## src/rtl/serial_tx_scheduler_pkg.sv

```systemverilog
// Shared definitions for the serial transmit scheduler: FSM state encoding and requester ids.
package serial_tx_scheduler_pkg;

    typedef enum logic [1:0] {
        ST_IDLE  = 2'd0,
        ST_SHIFT = 2'd1,
        ST_GAP   = 2'd2
    } state_t;

    localparam logic REQ0 = 1'b0;
    localparam logic REQ1 = 1'b1;

endpackage

```

## src/rtl/serial_tx_scheduler_piso.sv

```systemverilog
// WIDTH-bit parallel-in/serial-out register, MSB first; load has priority over shift.
module piso_shift_reg #(
    parameter int WIDTH = 16
) (
    input  logic             clock,
    input  logic             reset,
    input  logic             load,
    input  logic             shift,
    input  logic [WIDTH-1:0] din,
    output logic             sout
);

    logic [WIDTH-1:0] sreg;

    always_ff @(posedge clock) begin
        if (reset) begin
            sreg <= '0;
        end else if (load) begin
            sreg <= din;
        end else if (shift) begin
            sreg <= sreg << 1;
        end
    end

    assign sout = sreg[WIDTH-1];

endmodule

```

## src/rtl/serial_tx_scheduler.sv

```systemverilog
// Two-requester round-robin scheduler feeding one PISO lane; owns load/shift/gap sequencing.
module serial_tx_scheduler
    import serial_tx_scheduler_pkg::*;
#(
    parameter int WIDTH      = 16,
    parameter int GAP_CYCLES = 1
) (
    input  logic             clock,
    input  logic             reset,
    input  logic             req0_valid,
    input  logic [WIDTH-1:0] req0_data,
    output logic             req0_ready,
    input  logic             req1_valid,
    input  logic [WIDTH-1:0] req1_data,
    output logic             req1_ready,
    output logic             ser_out,
    output logic             ser_valid,
    output logic             frame_start,
    output logic             frame_last,
    output logic             grant_id,
    output logic             busy
);

    localparam int            CW       = (WIDTH > 1) ? $clog2(WIDTH) : 1;
    localparam logic [CW-1:0] CNT_LAST = CW'(WIDTH - 1);
    localparam logic [3:0]    GAP_LAST = (GAP_CYCLES > 0) ? 4'(GAP_CYCLES - 1) : 4'd0;

    state_t           state;
    logic [CW-1:0]    cnt;
    logic [3:0]       gap_cnt;
    logic             rr_ptr;
    logic             winner;
    logic             can_accept;
    logic             xfer;
    logic             sout;
    logic [WIDTH-1:0] load_word;

    // With no gap, the last shift cycle may also accept so frames abut.
    always_comb begin
        can_accept = 1'b0;
        if (!reset) begin
            can_accept = (state == ST_IDLE) ||
                         ((GAP_CYCLES == 0) && (state == ST_SHIFT) && (cnt == CNT_LAST));
        end

        winner = REQ0;
        if (req0_valid && req1_valid) begin
            winner = rr_ptr;
        end else if (req1_valid) begin
            winner = REQ1;
        end

        req0_ready = can_accept && req0_valid && (winner == REQ0);
        req1_ready = can_accept && req1_valid && (winner == REQ1);
        xfer       = req0_ready || req1_ready;
        load_word  = (winner == REQ1) ? req1_data : req0_data;
    end

    piso_shift_reg #(
        .WIDTH(WIDTH)
    ) u_piso (
        .clock(clock),
        .reset(reset),
        .load (xfer),
        .shift(state == ST_SHIFT),
        .din  (load_word),
        .sout (sout)
    );

    assign ser_out = sout & ser_valid;

    always_ff @(posedge clock) begin
        if (reset) begin
            state       <= ST_IDLE;
            cnt         <= '0;
            gap_cnt     <= '0;
            rr_ptr      <= REQ0;
            grant_id    <= REQ0;
            ser_valid   <= 1'b0;
            frame_start <= 1'b0;
            frame_last  <= 1'b0;
            busy        <= 1'b0;
        end else begin
            frame_start <= 1'b0;
            frame_last  <= 1'b0;
            if (xfer) begin
                state       <= ST_SHIFT;
                cnt         <= '0;
                grant_id    <= winner;
                rr_ptr      <= ~winner;
                ser_valid   <= 1'b1;
                frame_start <= 1'b1;
                frame_last  <= (CNT_LAST == '0);
                busy        <= 1'b1;
            end else begin
                case (state)
                    ST_IDLE: begin
                        busy <= 1'b0;
                    end
                    ST_SHIFT: begin
                        if (cnt == CNT_LAST) begin
                            ser_valid <= 1'b0;
                            cnt       <= '0;
                            if (GAP_CYCLES > 0) begin
                                state   <= ST_GAP;
                                gap_cnt <= '0;
                            end else begin
                                state <= ST_IDLE;
                                busy  <= 1'b0;
                            end
                        end else begin
                            cnt        <= cnt + 1'b1;
                            frame_last <= ((cnt + 1'b1) == CNT_LAST);
                        end
                    end
                    ST_GAP: begin
                        if (gap_cnt == GAP_LAST) begin
                            state <= ST_IDLE;
                            busy  <= 1'b0;
                        end else begin
                            gap_cnt <= gap_cnt + 1'b1;
                        end
                    end
                    default: begin
                        state     <= ST_IDLE;
                        ser_valid <= 1'b0;
                        busy      <= 1'b0;
                    end
                endcase
            end
        end
    end

endmodule

```

## config.mk

```make
export PLATFORM = sky130hd
export DESIGN_NAME = serial_tx_scheduler
export DESIGN_NICKNAME = d
export VERILOG_FILES = /design/src/rtl/serial_tx_scheduler_pkg.sv /design/src/rtl/serial_tx_scheduler_piso.sv /design/src/rtl/serial_tx_scheduler.sv
export SDC_FILE = /design/constraint.sdc
export NUM_CORES = 1
export LEC_CHECK = 0
export BUFFER_PORTS_ARGS = -buffer_cell sky130_fd_sc_hd__buf_2
export CAP_MARGIN = 20
export CORE_AREA = 2 2 59 61
export DETAILED_ROUTE_END_ITERATION = 8
export DIE_AREA = 0 0 61 63
export PLACE_DENSITY = 0.87
export SYNTH_ARGS = -nofsm -noshare
export SYNTH_HDL_FRONTEND = slang
export SYNTH_HIERARCHICAL = 1
export SYNTH_SLANG_ARGS = --single-unit
```

## constraint.sdc

```tcl
create_clock -name clock -period 2.41 [get_ports clock]
set_clock_uncertainty 0.05 [all_clocks]
set_input_delay 0.482 -clock clock [delete_from_list [all_inputs] [get_ports clock]]
set_output_delay 0.482 -clock clock [all_outputs]
set_load 0.01 [all_outputs]
```

Word-level counts from Yosys, hierarchy flattened
Cells that the tools add are included.

word-level totals
  flip-flop bits (word level) = 32
  input bits = 36
  output and inout port bits = 8
  word-level logic and storage cells = 69

operators by class
  add/subtract/negate cells = 2
  equal/unequal tests = 12
  multiplexer cells = 21
  bitwise gates (word level) = 5
  reduce and logical (&&, ||, !) cells = 18

operators by type and width
  cell                                                                   number
  16-bit two-way mux                                                     3
  4-bit two-way mux                                                      3
  1-bit two-way mux                                                      9
  4-bit by 1-bit adder with 4-bit output, second input constant          2
  4-bit equality test, second input constant                             2
  4-bit one-hot mux with 2 select lines                                  1
  2-bit by 1-bit != test with 1-bit output, second input constant        3
  2-bit != test, second input constant                                   3
  3-bit by 2-bit != test with 1-bit output, second input constant        2
  2-bit one-hot mux with 3 select lines                                  1
  3-bit AND reduction                                                    2
  1-bit logical AND                                                      5
  4-bit zero test                                                        1
  2-bit two-way mux                                                      2
  1-bit NOT                                                              4
  1-bit one-hot mux with 2 select lines                                  2
  2-bit AND reduction                                                    2
  4-bit AND reduction                                                    1
  2-bit nonzero test                                                     2
  2-bit OR reduction                                                     2
  4-bit OR reduction                                                     1
  2-bit by 1-bit equality test with 1-bit output, second input constant  1
  2-bit equality test, second input constant                             1
  2-bit zero test                                                        1
  other kinds (2)                                                        2

Logic depth before layout (Yosys ltp)
  word-level depth = 7
  gate-level depth with buffers = 7
  gate-level depth less buffers = 5

Modules after synthesis
The synthesis kept the hierarchy.

modules (own cells, without submodules)
  module               instances  cells each  area an instance (um^2)  seq. area each (um^2)
  serial_tx_scheduler  1          105         1017.2                   320.3
  piso_shift_reg       1          71          764.5                    320.3

Least setup slack after synthesis
Ideal clock, no wire load.

  kind = input-to-reg
  start point = input port req1_valid
  end point = register u_piso.sreg[0]
  setup time = 70 ps
  arrival time = 1437 ps
  data required time = 2290 ps
  setup slack = 853 ps
  cell stages on the path = 4
  buffers on the path = 0
  cells stage by stage = nor2_1 and2b_4 or3b_1 a21oi_1

between the ends
  cells in the longest elaborated chain, start to end = 6
  elaborated cells on any way between the ends = 11
  those cells by class = mux: 4; bitwise: 1; reduce/logical: 6

ends and longest elaborated chain
  element                                                          RTL line                                              RTL
  start, declared                                                  serial_tx_scheduler.sv:13                             input logic req1_valid,
  1-bit two-way mux / 1-bit logical AND (equally long branches)    serial_tx_scheduler.sv:49, serial_tx_scheduler.sv:47
  1-bit two-way mux                                                serial_tx_scheduler.sv:47                             if (req0_valid && req1_valid) begin
  1-bit NOT                                                        serial_tx_scheduler.sv:53                             req0_ready = can_accept && req0_valid && (winner == REQ0);
  1-bit logical AND                                                serial_tx_scheduler.sv:53
  1-bit logical OR (*)                                             serial_tx_scheduler.sv:55                             xfer = req0_ready || req1_ready;
  via xfer                                                         serial_tx_scheduler.sv:34                             logic xfer;
  16-bit two-way mux / 2-bit nonzero test (equally long branches)  -
  end signal, assigned                                             serial_tx_scheduler_piso.sv:19                        sreg <= din;
  end signal, assigned                                             serial_tx_scheduler_piso.sv:21                        sreg <= sreg << 1;
  end, declared                                                    serial_tx_scheduler_piso.sv:13                        logic [WIDTH-1:0] sreg;

The timed path passes the listed nets; every way through them passes the cells marked *.
A chain may end at the register's enable or synchronous reset.

Worst setup path after layout
  start point = register state[0]
  end point = output port req1_ready

between the ends
  cells in the longest elaborated chain, start to end = 4

ends and longest elaborated chain
  element                          RTL line                    RTL
  start, declared                  serial_tx_scheduler.sv:28   state_t state;
  start signal, assigned           serial_tx_scheduler.sv:74   state <= ST_IDLE;
  start signal, assigned           serial_tx_scheduler.sv:87   state <= ST_SHIFT;
  start signal, assigned           serial_tx_scheduler.sv:105  state <= ST_GAP;
  2-bit zero test                  serial_tx_scheduler.sv:42   can_accept = (state == ST_IDLE) ||
  1-bit two-way mux                serial_tx_scheduler.sv:41   if (!reset) begin
  1-bit logical AND (2 in series)  serial_tx_scheduler.sv:54   req1_ready = can_accept && req1_valid && (winner == REQ1);
  end, declared                    serial_tx_scheduler.sv:15   output logic req1_ready,

Every way passes these cells.

==> results.toml <==
[cts]
cts-htree-levels = 2
clockBufferDepth = 2
insertion_delay_ns = 0.35
cts.clk_slew.worst_paths_ns = 0.09
clock_tree_from_tritoncts = "done"
cts.sinks = 32
tritoncts_buffer_count = 5
postCtsHoldBufs = 0
postCtsResizedCells = 0
post_cts_buffers = 0
clock_tree_root = "sky130_fd_sc_hd__clkbuf_4"

[routing]
drt-vias-per-instance = 5.494
route.vias.total = 1456
average_routed_wire_per_standard_cell_um = 13.05
drc_errors = 0
wirelength_um = 3457
drt_antenna_net_count = 0
number_of_detailed_routing_iterations_run_before_antenna_repair = 4
detail_route.iter0.violations = 26

[floorplanning]
die_width_um = 61
dieHeight_um = 63
floorplan.initialDensity_pct = 55.13
fp.coreArea_um2 = 3232
die_area_um2 = 3843
design.portCount = 44
floorplan.rows = 21

[cells_and_area]
num-nets-final = 258
mostFrequentLayoutCell = "sky130_fd_sc_hd__buf_2"
layout.core_utilization_pct = 63.07
diodes = 0
finish.instance_area_um2 = 2038
layout-drive-gt1-share_pct = 37.44
flow.area_growth_from_synthesis_pct = 14.40
fin_cells = 265
final_cell_mix = "43 x sky130_fd_sc_hd__buf_2, 32 x sky130_fd_sc_hd__dfxtp_1, 16 x sky130_fd_sc_hd__mux2_2, 16 x sky130_fd_sc_hd__nor2b_1, 15 x sky130_fd_sc_hd__mux2i_1"

[sta]
final.hold.worst_slack_ns = 0.3926
finalHoldViolations = 0
rsz0062_at_grt = "false"
layout_min_cycle_time_ns = 2.014
postLayoutSetupSlackWorst_ns = 0.3956
slew_viol_final = 0
finalSetupViolations = 0
timing.final.crit_share_pct = 83.58
final_tns_setup_ns = 0
transition_time_at_the_pin_with_the_least_slew_margin_ns = 0.5184
max_freq_mhz = 496.4
max_slew_margin_pct = 65.40

[global_routing]
global_route_wire_length_before_repair_um = 5954
track_usage_pct = 20.32
gr-total-overflow = 0
via_count_of_the_first_global_routing_pass = 1369
grt_start_max_net_pins = 22
antenna_found_initial = 0

[yosys]
synth_area_um2 = 1782
yosys_register_bits = 32
synthesis.yosys.warnings = 6
async_flop_share_pct = 0
postSynthNetCount = 216
synth-edff-count = 0
yosysSeqAreaShare_pct = 35.96
count_of_distinct_cell_types_in_the_synthesized_netlist = 45
post_synth.cell_area_avg_um2 = 10.12
synthesis.instances = 176
synth-main-ff-cell = "sky130_fd_sc_hd__dfxtp_1"

[place]
hpwlAfterDp_um = 2432
port-buffer-count = 43
dp_slack_ns = 0.4598
placed_cells_incl_taps = 257
placement.cell_area_um2 = 1977
gp_routability_congestion = 0.7501

[run]
cap_violations = 0

[power_and_ir_drop]
leakage_nw = 0.8358
total_power_mw = 1.138
power_density_nw_per_um2 = 558.4
power.ir.vdd_worst_mv = 0.3296

[setup_path]
endpoint_kind = "output pin"
crit_path_max_fanout = 9
setup.worst_path.class = "reg2out"
worst_ep_arrival_time_ns = 1.48
critical_path.startpoint_type = "register"
crit_required_ns = 1.88

[run_status]
status = "completed"

[worst_hold_path]
hold_path_class = "in2reg"
## Yosys cell counts, types with 2 or more instances
library cell | n | area, µm²
sky130_fd_sc_hd__a211oi_1 | 13 | 97.59
sky130_fd_sc_hd__buf_6 | 4 | 45.04
sky130_fd_sc_hd__ha_1 | 4 | 50.05
sky130_fd_sc_hd__or3b_1 | 2 | 17.52
sky130_fd_sc_hd__a31o_2 | 2 | 17.52
sky130_fd_sc_hd__mux2_2 | 16 | 180.2
sky130_fd_sc_hd__nor3_1 | 2 | 10.01
sky130_fd_sc_hd__dfxtp_1 | 32 | 640.6
sky130_fd_sc_hd__and2_1 | 2 | 12.51
sky130_fd_sc_hd__xor2_1 | 3 | 26.28
sky130_fd_sc_hd__and3_1 | 3 | 18.77
sky130_fd_sc_hd__a21oi_1 | 7 | 35.03
sky130_fd_sc_hd__nand3_1 | 7 | 35.03
sky130_fd_sc_hd__nand2_1 | 3 | 11.26
sky130_fd_sc_hd__nor2b_1 | 16 | 100.1
sky130_fd_sc_hd__o21ai_0 | 4 | 20.02
sky130_fd_sc_hd__inv_1 | 6 | 22.52
sky130_fd_sc_hd__a211oi_2 | 3 | 37.54
sky130_fd_sc_hd__clkbuf_1 | 2 | 7.510
sky130_fd_sc_hd__nor2_1 | 6 | 22.52
sky130_fd_sc_hd__mux2i_1 | 15 | 150.1
## registers in the layout (all words and copies together) (netlist names)
signal	flops
u_piso/sreg	16
rr_ptr	1
ser_valid	1
frame_last	1
frame_start	1
gap_cnt	4
cnt	4
busy	1
grant_id	1
state	2
## final cells by class
cell class                      count  area, µm²
Clock buffer                        6      51.30
Clock inverter                      2      10.01
Fill cell                         291       1194
Inverter                            7      28.78
Multi-Input combinational cell    128       1027
Sequential cell                    32      640.6
Tap cell                           46      57.56
Timing Repair Buffer               44      222.7
## where the power goes
part	internal (mW)	switching, mW
Combinational	0.114	0.105
Sequential	0.566	0.0222
Clock	0.139	0.192
## worst paths after layout
path | startpoint | to | slack (ns) | cells past startpoint
setup / recovery | state[0]$_SDFFE_PP0P_ | req1_ready | 0.40 | 3
hold / removal | req1_valid | rr_ptr$_SDFFE_PP0P_ | 0.39 | 2
setup reg to reg | state[0]$_SDFFE_PP0P_ | u_piso/sreg[10]$_SDFFE_PP0P_ | 0.51 | 4
hold reg to reg | cnt[0]$_SDFFE_PP0N_ | cnt[0]$_SDFFE_PP0N_ | 0.45 | 2
## cell families after synthesis
group | Yosys count | synth area share [%]
muxes | 31 | 18.54
buffers and inverters | 16 | 6.390
adders and majority gates | 4 | 2.809
xor gates and xnor gates | 3 | 1.475
and+or+nand+nor | 51 | 17.56
DFF | 32 | 35.95
AOI/OAI and AO/OA | 39 | 17.28
## worst max-delay path: stages, from the launching register on
cell and delay [ns]:
sky130_fd_sc_hd__dfxtp_1 0.42, sky130_fd_sc_hd__nor3_1 0.40, sky130_fd_sc_hd__and3_1 0.21, sky130_fd_sc_hd__buf_2 0.12
## layer usage
layer  track usage, %  wire, µm
met1            24.14      1524
met2            34.27      1747
met3            3.934       117
met4            8.967        68
met5                0         0
No activity file was read; power rests on OpenSTA's default activity.
